**config.mk**
```make
export PLATFORM = sky130hd
export DESIGN_NAME = sipo_frame_rx
export DESIGN_NICKNAME = d
export VERILOG_FILES = /design/src/rtl/sipo_rx_pkg.sv /design/src/rtl/rx_shift_reg.sv /design/src/rtl/sipo_frame_rx.sv
export SDC_FILE = /design/constraint.sdc
export NUM_CORES = 1
export LEC_CHECK = 0
export CAP_MARGIN = 0
export CORE_MARGIN = 2
export CORE_UTILIZATION = 56
export CTS_CLUSTER_DIAMETER = 200
export CTS_CLUSTER_SIZE = 16
export DETAILED_ROUTE_END_ITERATION = 7
export HOLD_SLACK_MARGIN = 0.12
export PLACE_DENSITY = 0.83
export SYNTH_ARGS = -nofsm -noshare
export SYNTH_HDL_FRONTEND = slang
export SYNTH_SLANG_ARGS = --single-unit
```
**constraint.sdc**
```tcl
create_clock -name clk -period 5 [get_ports clk]
set_clock_uncertainty 0.1 [all_clocks]
set_input_delay 1 -clock clk [delete_from_list [all_inputs] [get_ports clk]]
set_output_delay 1 -clock clk [all_outputs]
set_load 0.005 [all_outputs]
```
**src/rtl/sipo_rx_pkg.sv**
```systemverilog
// Shared types and helpers for the serial frame receiver.
package sipo_rx_pkg;

    // Receiver FSM states; the encoding is also exported on state_dbg.
    typedef enum logic [1:0] {
        IDLE   = 2'd0,
        DATA   = 2'd1,
        PARITY = 2'd2,
        STOP   = 2'd3
    } rx_state_t;

    // Reduction XOR of a zero-extended word: 1 when it holds an odd number of ones.
    // Callers zero-extend their data to 64 bits, so DATA_W up to 64 is supported.
    function automatic logic even_parity(input logic [63:0] v);
        return ^v;
    endfunction

endpackage

```
**src/rtl/rx_shift_reg.sv**
```systemverilog
// Shift-in register: each enabled cycle the new bit enters at the MSB and
// older bits move toward bit 0, so after W shifts the first bit sits in bit 0.
module rx_shift_reg #(
    parameter int W = 8
) (
    input  logic         clk,
    input  logic         rst_n,
    input  logic         en,
    input  logic         din,
    output logic [W-1:0] q
);

    generate
        if (W == 1) begin : g_single
            // A one-bit register simply captures the sample.
            always_ff @(posedge clk or negedge rst_n) begin
                if (!rst_n)  q <= '0;
                else if (en) q <= din;
            end
        end else begin : g_multi
            // Shift right, inserting the new sample at the top.
            always_ff @(posedge clk or negedge rst_n) begin
                if (!rst_n)  q <= '0;
                else if (en) q <= {din, q[W-1:1]};
            end
        end
    endgenerate

endmodule

```
**src/rtl/sipo_frame_rx.sv**
```systemverilog
// Serial frame receiver: start bit, LSB-first data, optional even parity,
// stop bit; each word is presented through a one-entry holding register.
//
// Handshake: dout_valid stays high with dout/parity_err/frame_err stable
// until the edge where dout_valid && dout_ready; a frame completing on that
// same edge is loaded in place of the consumed word. A frame completing
// while the held word is not being consumed is dropped and overrun pulses.
module sipo_frame_rx
    import sipo_rx_pkg::*;
#(
    parameter int DATA_W    = 8,
    parameter bit PARITY_EN = 1'b1
) (
    input  logic              clk,
    input  logic              rst,
    input  logic              sin,
    output logic [DATA_W-1:0] dout,
    output logic              dout_valid,
    input  logic              dout_ready,
    output logic              parity_err,
    output logic              frame_err,
    output logic              overrun,
    output logic              busy,
    output logic [1:0]        state_dbg
);

    localparam int              CW   = $clog2(DATA_W + 1);
    localparam logic [CW-1:0]   LAST = CW'(DATA_W - 1);

    rx_state_t         state;
    logic [CW-1:0]     count;
    logic [DATA_W-1:0] shift_q;
    logic              par_err_q;
    logic              shift_en;

    assign shift_en  = (state == DATA);
    assign busy      = (state != IDLE);
    assign state_dbg = state;

    rx_shift_reg #(.W(DATA_W)) u_shift (
        .clk   (clk),
        .rst_n (rst),
        .en    (shift_en),
        .din   (sin),
        .q     (shift_q)
    );

    // Frame sequencing: bit counter and the parity verdict for the current frame.
    always_ff @(posedge clk or negedge rst) begin
        if (!rst) begin
            state     <= IDLE;
            count     <= '0;
            par_err_q <= 1'b0;
        end else begin
            case (state)
                IDLE: begin
                    if (!sin) begin
                        count <= '0;
                        state <= DATA;
                    end
                end
                DATA: begin
                    if (count == LAST) state <= PARITY_EN ? PARITY : STOP;
                    else               count <= count + CW'(1);
                end
                PARITY: begin
                    par_err_q <= even_parity(64'(shift_q)) ^ sin;
                    state     <= STOP;
                end
                STOP: begin
                    state <= IDLE;
                end
                default: state <= IDLE;
            endcase
        end
    end

    // Holding register: load on completion when free or being consumed, else flag overrun.
    always_ff @(posedge clk or negedge rst) begin
        if (!rst) begin
            dout       <= '0;
            dout_valid <= 1'b0;
            parity_err <= 1'b0;
            frame_err  <= 1'b0;
            overrun    <= 1'b0;
        end else begin
            overrun <= 1'b0;
            if (state == STOP) begin
                if (!dout_valid || dout_ready) begin
                    dout       <= shift_q;
                    parity_err <= PARITY_EN & par_err_q;
                    frame_err  <= !sin;
                    dout_valid <= 1'b1;
                end else begin
                    overrun <= 1'b1;
                end
            end else if (dout_valid && dout_ready) begin
                dout_valid <= 1'b0;
            end
        end
    end

endmodule

```
==> results of run 1 <==
-- where the power goes --
group / switching [mW] / internal, mW / leakage, nW
Sequential: 0.0849 / 0.324 / 0.327
Clock: 0.0631 / 0.0305 / 0.0139
Combinational: 0.206 / 0.340 / 0.301
-- state kept, by name, summed over array words and instances, names as in the netlist --
signal,cells
dout,8
parity_err,1
frame_err,1
state_dbg,2
count,4
dout_valid,1
overrun,1
par_err_q,1
u_shift.q,8
-- metrics by stage --
| step | worst slack [ns] | hold WS, ns | std cells |
|---|---|---|---|
| floorplan | 3.01 | 0.373 | 96 |
| global placement | 2.43 | 0.389 | 140 |
| detailed placement | 2.40 | 0.392 | 140 |
| CTS | 2.18 | 0.425 | 144 |
| global route | 2.08 | 0.452 | 144 |
| finish | 2.20 | 0.421 | 144 |
-- cell usage after synthesis --
library cell / instances
dfrtp_1: 27
mux2_2: 17
nand2_1: 9
ha_1: 6
o21ai_0: 6
inv_1: 5
xnor2_1: 5
nand3_1: 3
nor2_1: 3
nand2b_1: 2
a211oi_1: 1
a21boi_0: 1
a22o_1: 1
buf_1: 1
buf_2: 1
mux2_4: 1
nand3b_1: 1
nand4b_1: 1
o2111ai_1: 1
o211ai_2: 1
or4b_1: 1
xnor3_1: 1
xor2_1: 1
-- final cells by class --
class                      instances  area [µm²]  area share, %
sequential                        27         676           45.8
inverter                           5        18.8           1.27
clock buffer                       3        22.5           1.53
tap                               27        33.8           2.29
clock inverter                     1        7.51          0.508
multi-input combinational         62         531           35.9
timing repair buffer              19         188           12.7
-- worst max path at each step --
stage | cells past startpoint | end | startpoint | slack, ns
after floorplan | 4 | dout[0] | dout_ready | 3.01
after global placement | 5 | count[3] | sin | 2.43
after detailed placement | 5 | count[3] | sin | 2.40
after CTS | 4 | busy | state_dbg[0] | 2.18
after global routing | 4 | busy | state_dbg[0] | 2.08
final | 4 | busy | state_dbg[0] | 2.20
-- cells by family after synthesis --
group,count (synthesis),synth area share [%]
mux,18,16.7
fa+ha+maj,6,6.09
buf+inv,7,2.23
flops,27,54.8
compound gates,11,6.09
simple gates,20,8.01
xor+xnor,7,6.09
-- routing by layer --
metal	wire length, µm	track usage [%]	up-vias
met5	0	0	-
met4	14	5.41	0
met3	45	1.75	2
met2	1020	30.5	11
met1	957	25.4	386
li1	-	-	371
-- worst max-delay path: stages (launching register included) --
cell             delay [ns]
dfrtp_1                0.46
inv_1                  0.09
ha_1                   0.27
inv_1                  0.07
clkdlybuf4s50_1        0.49
==> impl_metrics.py, run 1 <==
metrics = {
    "run_status": {
        "status": "completed",
    },
    "route": {
        "drt-initial-drc-count": 4,
        "antenna_left": 0,
        "remaining_drc_errors": 0,
        "wl_per_cell_um": 14.1,
        "drt_pass1_iterations": 4,
        "drt-total-wl_mm": 2.03,
        "vias": 770,
        "viasPerCell": 5.35,
    },
    "power": {
        "power.density_mw_per_mm2": 710,
        "p_leak_nw": 0.642,
        "peakVddDrop_mv": 0.380,
        "total_power_mw": 1.05,
    },
    "clock_network": {
        "cts_made_buffers": 3,
        "max-clock-path-buffers": 2,
        "cts_resized": 0,
        "h-tree-depth": 1,
        "clk_pin_slew_ns": 0.15,
        "clkSinkCount": 27,
        "clk_latency_ns": 0.31,
        "cts-root-buf": "clkbuf_4",
        "cts_tree": "built",
        "cts_hold_buf": 0,
        "post_cts.repair.setup_buffers": 0,
    },
    "setup_path": {
        "r2r_start": "state_dbg[1]",
        "cp-end-kind": "output port",
        "reg2reg_to": "count[3]",
        "crit_required_ns": 3.90,
        "path_class": "reg -> out",
        "r2r_slack_ns": 2.92,
        "worstPathMaxFanout": 6,
        "worstPathArrival_ns": 1.70,
        "r2r_cells": 5,
        "critPathLaunchType": "flop",
    },
    "synth": {
        "synth_top_area_share_pct": 54.8,
        "avgSynthCellArea_um2": 12.9,
        "yosysTopAreaCell": "dfrtp_1",
        "synth.distinct_cells": 23,
        "synth.cell_area_mm2": 0.00123,
        "synthCells": 96,
        "syn_nets": 106,
        "synth_area_leaders": "dfrtp_1, mux2_2, ha_1",
        "ys_seq_area_share_pct": 54.8,
        "ys_warn_count": 0,
        "synth_seq_cells": 27,
    },
    "min_path": {
        "hp-start": "dout[2]",
        "min_to": "dout[2]",
        "hold_path.class": "reg -> reg",
        "hold_depth": 1,
    },
    "finish": {
        "final_core_util_pct": 73.0,
        "mostFrequentLayoutCell": "dfrtp_1",
        "fin_nets": 128,
        "final_cell_mix": "dfrtp_1, clkdlybuf4s50_1, mux2_2",
        "diodes": 0,
        "post_route_cells_drive_above_1_share_pct": 20.5,
        "fillers": 148,
        "fin_area_mm2": 0.00148,
        "area_delta_synth_final_pct": 19.7,
    },
    "global_route": {
        "grt_max_degree": 28,
        "grt-ovfl-total": 0,
        "grt_pass1_wl_mm": 3.57,
        "first_global_vias": 813,
        "antenna_found_initial": 0,
        "grt_use_total_pct": 18.3,
    },
    "die": {
        "fp-row-count": 16,
        "pin_count": 19,
        "initial_core_util_pct": 61.0,
        "core_area_mm2": 0.00202,
        "dieArea_mm2": 0.00259,
        "fp.dieH_um": 50.9,
        "die_x_um": 50.9,
    },
    "timing": {
        "finalCriticalPeriod_ns": 2.80,
        "max_slew_margin_pct": 63.7,
        "min_period_over_period_pct": 56.1,
        "setup_viol": 0,
        "rsz0062_at_grt": "false",
        "worst_pin_slew_ns": 0.544,
        "timing.fmax_mhz": 357,
        "final.setup.tns_ns": 0,
        "finalHoldViolations": 0,
        "slew_viol_final": 0,
    },
    "placed_design": {
        "placed_area_mm2": 0.00145,
        "portBuffers": 18,
        "gp_congestion": 0.765,
        "hpwlAfterDp_mm": 1.51,
    },
    "job": {
        "maxCapViolations": 0,
    },
}
Note: power is estimated with default switching activity, not from simulation.
==> inputs of run 2 (changes only) <==
CORE_UTILIZATION = 52   (was 56)
PLACE_DENSITY = 0.78   (was 0.83)
clock period = 2.6 ns   (was 5 ns; I/O delays follow)
==> run 2 against run 1 <==
  * Hold slack worse by 0.012 ns
  * Sequential power grew 90%
  * Critical path depth is the same
  * Sequential cell count stayed put
  * Count of clock-buffer cells in the layout unchanged
  * Clock power rose by 95%
  * Register-to-register slack worse by 2.3 ns
  * Global-route usage decreased by 1.5 points
  * Critical path type unchanged
==> impl_metrics.py, run 2 (same netlist as run 1, synthesis figures left out) <==
metrics = {
    "run_status": {
        "status": "completed",
    },
    "placed_design": {
        "post-place-cells": 141,
        "gp_congestion": 0.718,
        "portBuffers": 18,
        "hpwlAfterDp_mm": 1.35,
    },
    "route": {
        "viasPerCell": 5.23,
        "drt_pass1_iterations": 4,
        "drt-initial-drc-count": 15,
        "antenna_left": 0,
        "drt-met1-wl_um": 914,
        "top_layer": "met4",
        "routed-wl-met3_um": 78,
        "wl_per_cell_um": 12.9,
        "vias": 758,
        "remaining_drc_errors": 0,
        "drt-total-wl_mm": 1.87,
        "met2_length_um": 865,
    },
    "timing": {
        "min_period_over_period_pct": 90.6,
        "worst_pin_slew_ns": 0.485,
        "finalCriticalPeriod_ns": 2.36,
        "max_slew_margin_pct": 67.7,
        "final.setup.tns_ns": 0,
        "timing.fmax_mhz": 424,
        "setup_viol": 0,
        "finalHoldViolations": 0,
        "rsz0062_at_grt": "false",
        "slew_viol_final": 0,
    },
    "die": {
        "die_x_um": 52.7,
        "pin_count": 19,
        "core_area_mm2": 0.00223,
        "dieArea_mm2": 0.00278,
        "fp-row-count": 17,
        "initial_core_util_pct": 55.2,
        "fp.dieH_um": 52.7,
    },
    "finish": {
        "fillers": 173,
        "post_route_cells_drive_above_1_share_pct": 20.5,
        "reg_top3": "dout: 8 flops, u_shift.q: 8 flops, count: 4 flops",
        "mostFrequentLayoutCell": "dfrtp_1",
        "diodes": 0,
        "fin_cells": 145,
        "final_core_util_pct": 66.2,
        "final_cell_mix": "dfrtp_1, clkdlybuf4s50_1, mux2_2",
        "fin_nets": 128,
        "area_delta_synth_final_pct": 19.8,
    },
    "global_route": {
        "first_global_vias": 753,
        "grt_pass1_wl_mm": 3.32,
        "antenna_found_initial": 0,
        "grt-ovfl-total": 0,
        "grt_use_total_pct": 16.8,
        "grt_max_degree": 28,
    },
    "clock_network": {
        "post_cts.repair.setup_buffers": 0,
        "cts_hold_buf": 0,
        "cts-root-buf": "clkbuf_4",
        "clk_latency_ns": 0.32,
        "cts_tree": "built",
        "max-clock-path-buffers": 2,
        "cts_resized": 0,
        "cts_made_buffers": 3,
        "h-tree-depth": 1,
        "clkSinkCount": 27,
        "clk_pin_slew_ns": 0.14,
    },
    "min_path": {
        "hold_depth": 2,
        "hold_path.class": "reg -> reg",
        "hp-start": "frame_err",
    },
    "setup_path": {
        "worstPathMaxFanout": 6,
        "path_class": "reg -> out",
        "critPathLaunchType": "flop",
        "r2r_cells": 5,
        "cp-end-kind": "output port",
        "worstSetupStartpoint": "state_dbg[0]",
        "r2r_start": "state_dbg[1]",
        "worstPathArrival_ns": 1.74,
        "crit_required_ns": 1.98,
    },
    "power": {
        "peakVddDrop_mv": 0.740,
        "p_leak_nw": 0.642,
        "power.density_mw_per_mm2": 1350,
        "total_power_mw": 1.99,
    },
    "job": {
        "maxCapViolations": 0,
    },
}
## run 2: final timing paths
path,slack [ns],endpoint
min,0.41,frame_err
max reg2reg,0.60,count[3]
max,0.24,busy
min in group asynchronous,0.45,state_dbg[0]
max in group asynchronous,1.71,u_shift.q[3]
min reg2reg,0.41,frame_err
## run 2: layout make-up
type                       count  area [µm²]  area share, %
clock inverter                 1        7.51          0.508
tap                           28        35.0           2.37
multi-input combinational     62         531           35.9
clock buffer                   3        22.5           1.52
sequential                    27         676           45.7
timing repair buffer          19         188           12.7
inverter                       5        18.8           1.27
## run 2: stage by stage
stage	setup WS [ns]	hold slack, ns	instance area, µm²
3_5_place_dp	0.511	0.380	1450
6_report	0.244	0.408	1480
5_1_grt	0.128	0.430	1480
2_1_floorplan	0.849	0.124	1230
3_3_place_gp	0.545	0.383	1450
4_1_cts	0.219	0.411	1480
## run 2: layer usage
metal,global-route usage [%],vias to the layer above
li1,-,375
met5,0,-
met1,22.5,365
met2,26.5,16
met4,7.69,0
met3,2.86,2
## run 2: critical path: stages, from the launching register on
cell and delay [ns]:
dfrtp_1 0.48, inv_1 0.09, ha_1 0.28, inv_1 0.07
clkdlybuf4s50_1 0.50
## run 2: power breakdown
| group | switching [mW] | internal [mW] |
|---|---|---|
| clock | 0.123 | 0.0587 |
| sequential | 0.155 | 0.622 |
| combinational | 0.383 | 0.653 |
| total | 0.661 | 1.33 |
